[src/rtl/dmem_lsu.sv]
// dmem_lsu: load/store unit between the memory stage and a word-only data memory
// (256x32, async read, sync write). It sizes and aligns byte/half/word accesses,
// sign/zero-extends loads and does sub-word stores as read-modify-write.
//
// Optional feature macro: LSU_MISALIGN_EN
//   defined   - accesses crossing a word boundary are split into two memory cycles
//   undefined - such accesses fault at accept; the second-word state is not built
//
// Ports:
//   clk, rst_n             clock, async active-low reset
//   req_valid/req_ready    request handshake (accepted when both high)
//   req_we, req_funct3     store/load select, RISC-V size code
//   req_addr, req_wdata    byte address, LSB-aligned store data
//   resp_valid             one-cycle response pulse
//   resp_rdata, resp_err   extended load data (held), fault flag
//   mem_we, mem_addr       data memory write enable, word-aligned address
//   mem_wdata, mem_rdata   data memory write/read data
module dmem_lsu #(
  parameter int unsigned ADDR_LIMIT = 1024
) (
  input  logic        clk,
  input  logic        rst_n,
  input  logic        req_valid,
  output logic        req_ready,
  input  logic        req_we,
  input  logic [2:0]  req_funct3,
  input  logic [31:0] req_addr,
  input  logic [31:0] req_wdata,
  output logic        resp_valid,
  output logic [31:0] resp_rdata,
  output logic        resp_err,
  output logic        mem_we,
  output logic [31:0] mem_addr,
  output logic [31:0] mem_wdata,
  input  logic [31:0] mem_rdata
);

  typedef enum logic [1:0] {IDLE, ACC0, ACC1, RESP} state_t;

  // Number of bytes touched for a funct3 size field.
  function automatic logic [2:0] size_bytes(input logic [1:0] sz);
    logic [2:0] n;
    case (sz)
      2'b00:   n = 3'd1;
      2'b01:   n = 3'd2;
      default: n = 3'd4;
    endcase
    return n;
  endfunction

  // Replace the bytes of one memory word that fall inside [off, off+n).
  // Lanes of the second word are numbered 4..7, so both words share one rule.
  function automatic logic [31:0] merge_word(input logic [31:0] old_w,
                                             input logic [31:0] wd,
                                             input logic [1:0]  off,
                                             input logic [2:0]  n,
                                             input logic        second);
    logic [31:0] res;
    logic [2:0]  lane;
    logic [2:0]  stop;
    logic [1:0]  src;
    res  = old_w;
    stop = {1'b0, off} + n;
    for (int j = 0; j < 4; j++) begin
      lane = {second, 2'(j)};
      src  = 2'(j) - off;
      if (lane >= {1'b0, off} && lane < stop)
        res[8*j +: 8] = wd[{src, 3'b000} +: 8];
    end
    return res;
  endfunction

  // Gather bytes off.. from lo (spilling into hi) and extend per funct3.
  function automatic logic [31:0] load_value(input logic [31:0] lo,
                                             input logic [31:0] hi,
                                             input logic [1:0]  off,
                                             input logic [2:0]  f3);
    logic [31:0] raw;
    logic [31:0] res;
    logic [2:0]  lane;
    for (int i = 0; i < 4; i++) begin
      lane = 3'(i) + {1'b0, off};
      raw[8*i +: 8] = lane[2] ? hi[{lane[1:0], 3'b000} +: 8]
                              : lo[{lane[1:0], 3'b000} +: 8];
    end
    case (f3)
      3'b000:  res = {{24{raw[7]}}, raw[7:0]};
      3'b001:  res = {{16{raw[15]}}, raw[15:0]};
      3'b100:  res = {24'd0, raw[7:0]};
      3'b101:  res = {16'd0, raw[15:0]};
      default: res = raw;
    endcase
    return res;
  endfunction

  state_t      state_q, state_d;
  logic        we_q;
  logic [2:0]  funct3_q;
  logic [31:0] addr_q;
  logic [31:0] wdata_q;
  logic        err_q;
  logic [31:0] rdata_q;
  logic        rdata_en;
  logic [31:0] rdata_d;

  logic        accept_c;
  logic [2:0]  req_nbytes_c;
  logic [32:0] req_last_c;
  logic        req_illegal_c;
  logic        req_oob_c;
  logic        req_fault_c;
  logic [2:0]  nbytes_q;
  logic [31:0] word_addr;

  assign accept_c     = req_valid && (state_q == IDLE);
  assign req_nbytes_c = size_bytes(req_funct3[1:0]);
  // 33-bit sum so an access wrapping past 0xFFFFFFFF lands above the limit.
  assign req_last_c   = {1'b0, req_addr} + 33'(req_nbytes_c) - 33'd1;
  assign req_oob_c    = req_last_c >= 33'(ADDR_LIMIT);
  assign req_illegal_c = (req_funct3[1:0] == 2'b11) ||
                         (req_we ? req_funct3[2] : (req_funct3 == 3'b110));

`ifdef LSU_MISALIGN_EN
  logic        cross_q;
  logic [31:0] word0_q;
  assign req_fault_c = req_illegal_c || req_oob_c;
  assign cross_q     = ({1'b0, addr_q[1:0]} + nbytes_q) > 3'd4;
`else
  logic        req_cross_c;
  assign req_cross_c = ({1'b0, req_addr[1:0]} + req_nbytes_c) > 3'd4;
  assign req_fault_c = req_illegal_c || req_oob_c || req_cross_c;
`endif

  assign nbytes_q  = size_bytes(funct3_q[1:0]);
  assign word_addr = {addr_q[31:2], 2'b00};

  // State and request registers.
  always_ff @(posedge clk or negedge rst_n) begin
    if (!rst_n) begin
      state_q  <= IDLE;
      we_q     <= 1'b0;
      funct3_q <= 3'd0;
      addr_q   <= 32'd0;
      wdata_q  <= 32'd0;
      err_q    <= 1'b0;
      rdata_q  <= 32'd0;
    end else begin
      state_q <= state_d;
      if (accept_c) begin
        we_q     <= req_we;
        funct3_q <= req_funct3;
        addr_q   <= req_addr;
        wdata_q  <= req_wdata;
        err_q    <= req_fault_c;
      end
      if (rdata_en) rdata_q <= rdata_d;
    end
  end

`ifdef LSU_MISALIGN_EN
  // First word of a split load, held for assembly in the second cycle.
  always_ff @(posedge clk or negedge rst_n) begin
    if (!rst_n)               word0_q <= 32'd0;
    else if (state_q == ACC0) word0_q <= mem_rdata;
  end
`endif

  // Next state and response data.
  always_comb begin
    state_d  = state_q;
    rdata_en = 1'b0;
    rdata_d  = 32'd0;
    case (state_q)
      IDLE: begin
        if (req_valid) begin
          state_d  = req_fault_c ? RESP : ACC0;
          rdata_en = req_fault_c;
        end
      end
      ACC0: begin
        state_d  = RESP;
        rdata_en = 1'b1;
        rdata_d  = we_q ? 32'd0 : load_value(mem_rdata, mem_rdata, addr_q[1:0], funct3_q);
`ifdef LSU_MISALIGN_EN
        if (cross_q) begin
          state_d  = ACC1;
          rdata_en = 1'b0;
        end
`endif
      end
`ifdef LSU_MISALIGN_EN
      ACC1: begin
        state_d  = RESP;
        rdata_en = 1'b1;
        rdata_d  = we_q ? 32'd0 : load_value(word0_q, mem_rdata, addr_q[1:0], funct3_q);
      end
`endif
      RESP:    state_d = IDLE;
      default: state_d = IDLE;
    endcase
  end

  // Memory-side signals decode straight from state so reset drops mem_we at once.
  always_comb begin
    mem_we    = 1'b0;
    mem_addr  = 32'd0;
    mem_wdata = 32'd0;
    if (state_q == ACC0 || state_q == ACC1) begin
      mem_we   = we_q;
      mem_addr = (state_q == ACC1) ? word_addr + 32'd4 : word_addr;
      if (we_q)
        mem_wdata = merge_word(mem_rdata, wdata_q, addr_q[1:0], nbytes_q, state_q == ACC1);
    end
  end

  assign req_ready  = (state_q == IDLE);
  assign resp_valid = (state_q == RESP);
  assign resp_err   = (state_q == RESP) && err_q;
  assign resp_rdata = rdata_q;

endmodule

[config.mk]
export PLATFORM = sky130hd
export DESIGN_NAME = dmem_lsu
export DESIGN_NICKNAME = d
export VERILOG_FILES = /design/src/rtl/dmem_lsu.sv
export SDC_FILE = /design/constraint.sdc
export NUM_CORES = 1
export LEC_CHECK = 0
export CAP_MARGIN = 20
export CORE_MARGIN = 10
export CORE_UTILIZATION = 47
export CTS_BUF_LIST = sky130_fd_sc_hd__clkbuf_4 sky130_fd_sc_hd__clkbuf_8 sky130_fd_sc_hd__clkbuf_16
export CTS_CLUSTER_DIAMETER = 30
export DETAILED_ROUTE_END_ITERATION = 6
export GPL_ROUTABILITY_DRIVEN = 0
export PLACE_DENSITY = 0.75
export SYNTH_ARGS = -nofsm -noshare
export SYNTH_HDL_FRONTEND = slang
export SYNTH_SLANG_ARGS = --single-unit
[constraint.sdc]
create_clock -name clk -period 4.49 [get_ports clk]
set_clock_uncertainty 0.15 [all_clocks]
set_input_delay 0.6735 -clock clk [delete_from_list [all_inputs] [get_ports clk]]
set_output_delay 0.6735 -clock clk [all_outputs]
set_load 0.05 [all_outputs]
==> impl_summary.log, run 1 <==
[metrics] ys flop type: dfrtp_1
[metrics] highest net fanout along the worst path: 19
[metrics] sequential element share of the synthesized area: 0.276
[metrics] final-stage net count: 1424
[metrics] Cell Area, Synth: 9330 µm²
[metrics] critical path launch point type: input pin
[metrics] DP Cell Count: 1527
[metrics] capture point of the worst reg-to-reg path: resp_rdata[20]
[metrics] Layout area overhead: 31.5%
[metrics] multiplexer area fraction after synthesis: 0.190
[metrics] Switching Share: 0.522
[metrics] CP endpoint kind: register
[metrics] share of the synthesized netlist area taken by xor and xnor gates: 0.0291
[metrics] internal reg-to-reg setup slack: 0.46 ns
[metrics] Synth Area per Inst: 8.63 µm²
[metrics] share of cells above drive strength 1: 0.193
[metrics] number of max-cap violations: 0
[metrics] clock edge transition at the registers on the reported setup and hold paths: 0.08 ns
[metrics] final setup slack of the worst path: 0.158 ns
[metrics] post-route fraction of the period consumed by the critical path: 0.965
[metrics] min Tclk post-route: 4.33 ns
[metrics] power density over the cells: 800 nW/µm²
[metrics] final count of hold timing violations: 0
[metrics] source of the worst register-to-register timing path: addr_q[0]
[metrics] share of total power in the clock network: 0.080
[metrics] max frequency: 231 MHz
[metrics] per-cell routed wire length: between 20 and 25 µm
[metrics] buffers added on ports: 200
[metrics] met1 wire length: 12.7 mm
[metrics] DRC errors left: 0
[metrics] post-synthesis instance total: 1081
[metrics] WP data arrival: 4.47 ns
[metrics] area inside the core boundary: 19500 µm²
[metrics] number of antenna violations at the first check in global routing: 3
[metrics] pre-CTS setup slack: -0.217 ns
[metrics] share of synthesized flip-flops with an asynchronous set or reset: 1.00
[metrics] post-route worst hold slack: 0.0144 ns
[metrics] via count: 9094
[metrics] post-synthesis compound-gate area fraction: 0.205
[metrics] cells on worst reg2reg path: 10
[metrics] clock tree from TritonCTS: yes
[metrics] outcome: completed
[metrics] number of distinct library cell variants in the gate-level netlist after synthesis: 79
[metrics] most common library cell in the layout ignoring fill and taps: nand2_1
[metrics] average via count per standard cell: 5.89
[metrics] unrepaired setup endpoints after global routing: yes
[metrics] length of routed met3 wiring: between 2 and 3 mm
[metrics] cell at the root of the clock tree: clkbuf_16
[metrics] start-to-end type of the worst setup path: in -> reg
[metrics] DRC violation total after the first TritonRoute iteration: 719
[metrics] worst supply voltage drop on vdd: 0.000394 V
[metrics] number of sinks handled by clock tree synthesis: roughly 100
[metrics] post-route non-filler standard cell count: 1545
[metrics] share of synthesized cell area in and, or, nand and nor gates: 0.176
[metrics] Final setup viols: 0
[metrics] maximum number of buffers from clock root to sink: 2
[metrics] Die Height: 161 µm
[metrics] power dissipated by switching net loads: 5120 µW
[metrics] post-route standard cell area excluding fillers: approximately 12000 µm²
[metrics] Post-Route WL: 31.6 mm
[metrics] commonest cells after routing, fill and taps aside: nand2_1, clkdlybuf4s50_1, o21ai_0, dfrtp_1, nor2_1
[metrics] total overflow reported by the global router: 0
[metrics] Initial DRT Pass Iterations: 5
[metrics] dpl cell area: 12000 µm²
[metrics] critical path required time: about 4.6 ns
[metrics] largest net degree at the start of global routing: 72
[metrics] Tightest Pin Transition: around 1 ns
[metrics] synth warn: 0
[metrics] floorplan die area: 25900 µm²
[metrics] via count of the first global-routing pass: 8948
[metrics] classification of the worst-slack hold path: in -> async
[metrics] number of buffers inserted for hold repair after clock tree synthesis: 0
[metrics] overall track demand over capacity in global routing: 0.236
[metrics] tightest slew margin relative to the limit: 0.335
[metrics] clock latency at the later pin of the worst-skew pair: 0.35 ns
[metrics] effective utilization at floorplan: 0.478
[metrics] number of rows in the core area: 51
[metrics] post-detailed-route count of antenna-violating nets: 0
[metrics] CTS Buf Count: 9
[metrics] H-tree levels: 3
[metrics] number of synthesized flops with an enable pin: 0
[metrics] register bit total from synthesis: slightly above 100
[metrics] final max-slew violation count: 0
[metrics] amount of wire on met2 after detailed routing: 15.6 mm
[metrics] relative contribution of combinational cells to total power: 0.740
[metrics] wire length of the first global-routing pass: just under 50 mm
[metrics] Die W: 161 µm
[metrics] Post-Synth Adder-Cell Area: 0.0668
[metrics] internal power: 4700 µW
[metrics] top routing layer in use: met5
[metrics] DP HPWL: 25.1 mm
[metrics] Leak: 0.00518 µW
[metrics] I/O pin count: 203
[metrics] register share of total power: 0.181
[metrics] main combinational cell family by area after synthesis: compound AO/OA/AOI/OAI gates
==> cells in the mapped netlist (5+ instances only) <==
master	count	area share
a21boi_0	6	0.0048
nor2_1	83	0.033
o21a_1	8	0.0064
mux4_2	32	0.077
o21ai_0	105	0.056
a21o_1	9	0.0072
nand4_1	17	0.011
nand2_1	157	0.063
nor4_1	7	0.0047
ha_1	45	0.060
clkbuf_1	35	0.014
a21oi_1	40	0.021
o211ai_1	6	0.0048
buf_1	10	0.0040
or3_1	11	0.0074
mux2i_1	44	0.047
mux2_2	53	0.064
nor3_1	8	0.0043
xnor2_1	23	0.022
buf_2	6	0.0032
a211oi_2	5	0.0067
buf_4	5	0.0040
o21ai_2	30	0.028
inv_1	63	0.025
a21oi_2	6	0.0056
nand3_1	13	0.0070
dfrtp_1	103	0.28
and2_1	26	0.017
o21ai_1	15	0.0080
xor2_1	8	0.0075
a211oi_1	16	0.013
==> what timing repair did <==
item,in CTS,in global routing
resized for setup,0,8
setup endpoints to repair,0,42
buffers inserted,0,0
==> worst max path at each step <==
stage               cells past startpoint        endpoint          start  slack, ns
detailed placement                     20  resp_rdata[22]  req_funct3[1]      -0.22
global route                           19  resp_rdata[24]  req_funct3[1]      -0.07
CTS                                    10    mem_wdata[1]    funct3_q[1]       0.04
finish                                 18  resp_rdata[19]  req_funct3[1]       0.16
floorplan                              10    mem_addr[31]     state_q[0]        0.1
global placement                       20  resp_rdata[22]  req_funct3[1]      -0.11
==> layout make-up <==
cell class	count	area, µm²
multi-input combinational	853	6250
clock inverter	7	63.8
clock buffer	9	225
antenna	2	5.00
timing repair buffer	240	2570
inverter	66	248
fill	1703	7250
sequential	103	2580
tap	265	332
==> routing by layer <==
metal,vias to the layer above,track usage
met2,429,0.402
met1,4345,0.289
li1,4268,-
met5,-,0
met4,2,0.0674
met3,50,0.0567
==> state kept, by name, summed over array words and instances, names as in the netlist <==
signal / flops
we_q: 1
err_q: 1
state_q: 2
wdata_q: 32
funct3_q: 3
addr_q: 32
resp_rdata: 32
==> power groups by stage <==
stage	combinational [µW]	sequential, µW	clock (µW)
after global routing	7740	1840	833
after floorplan	4510	2040	0
final	7260	1780	781
after CTS	7270	1760	790
after detailed placement	7230	1780	0
after global placement	7140	1750	0
==> stage by stage <==
stage	setup TNS [ns]	total power (µW)	utilization
after floorplan	0	6550	-
after global placement	-1.79	8890	0.613
after detailed placement	-5.54	9010	0.613
after CTS	0	9820	0.627
after global routing	-1.41	10400	0.629
final	0	9820	0.629
==> critical path, stage by stage <==
cell and delay (ns):
clkdlybuf4s50_1 0.45, or2_2 0.32, ha_1 0.18, inv_1 0.05, ha_1 0.16, inv_1 0.06
fa_1 0.35, nand2b_1 0.14, a21oi_1 0.15, buf_4 0.16, o211ai_1 0.17, and3_1 0.25
a2111oi_2 0.31, nand4_1 0.24, nor4_4 0.24, a41oi_4 0.20, buf_12 0.22, o21ai_2 0.15
==> cells by family (layout without fill, tap and decap cells) <==
group / Yosys count / after routing
AOI/OAI and AO/OA: 289 / 289
and+or+nand+nor: 353 / 353
other: 1 / 4
xor gates and xnor gates: 31 / 31
buffers and inverters: 126 / 322
adders and majority gates: 48 / 48
DFF: 103 / 103
muxes: 130 / 130
No activity file was read; power rests on OpenSTA's default activity.
==> run 2: changes to the inputs <==
Settings changed: CTS_CLUSTER_SIZE set to 20.
==> results of run 2 <==
No change in the layout: final DEF, timing and power equal those of run 1.
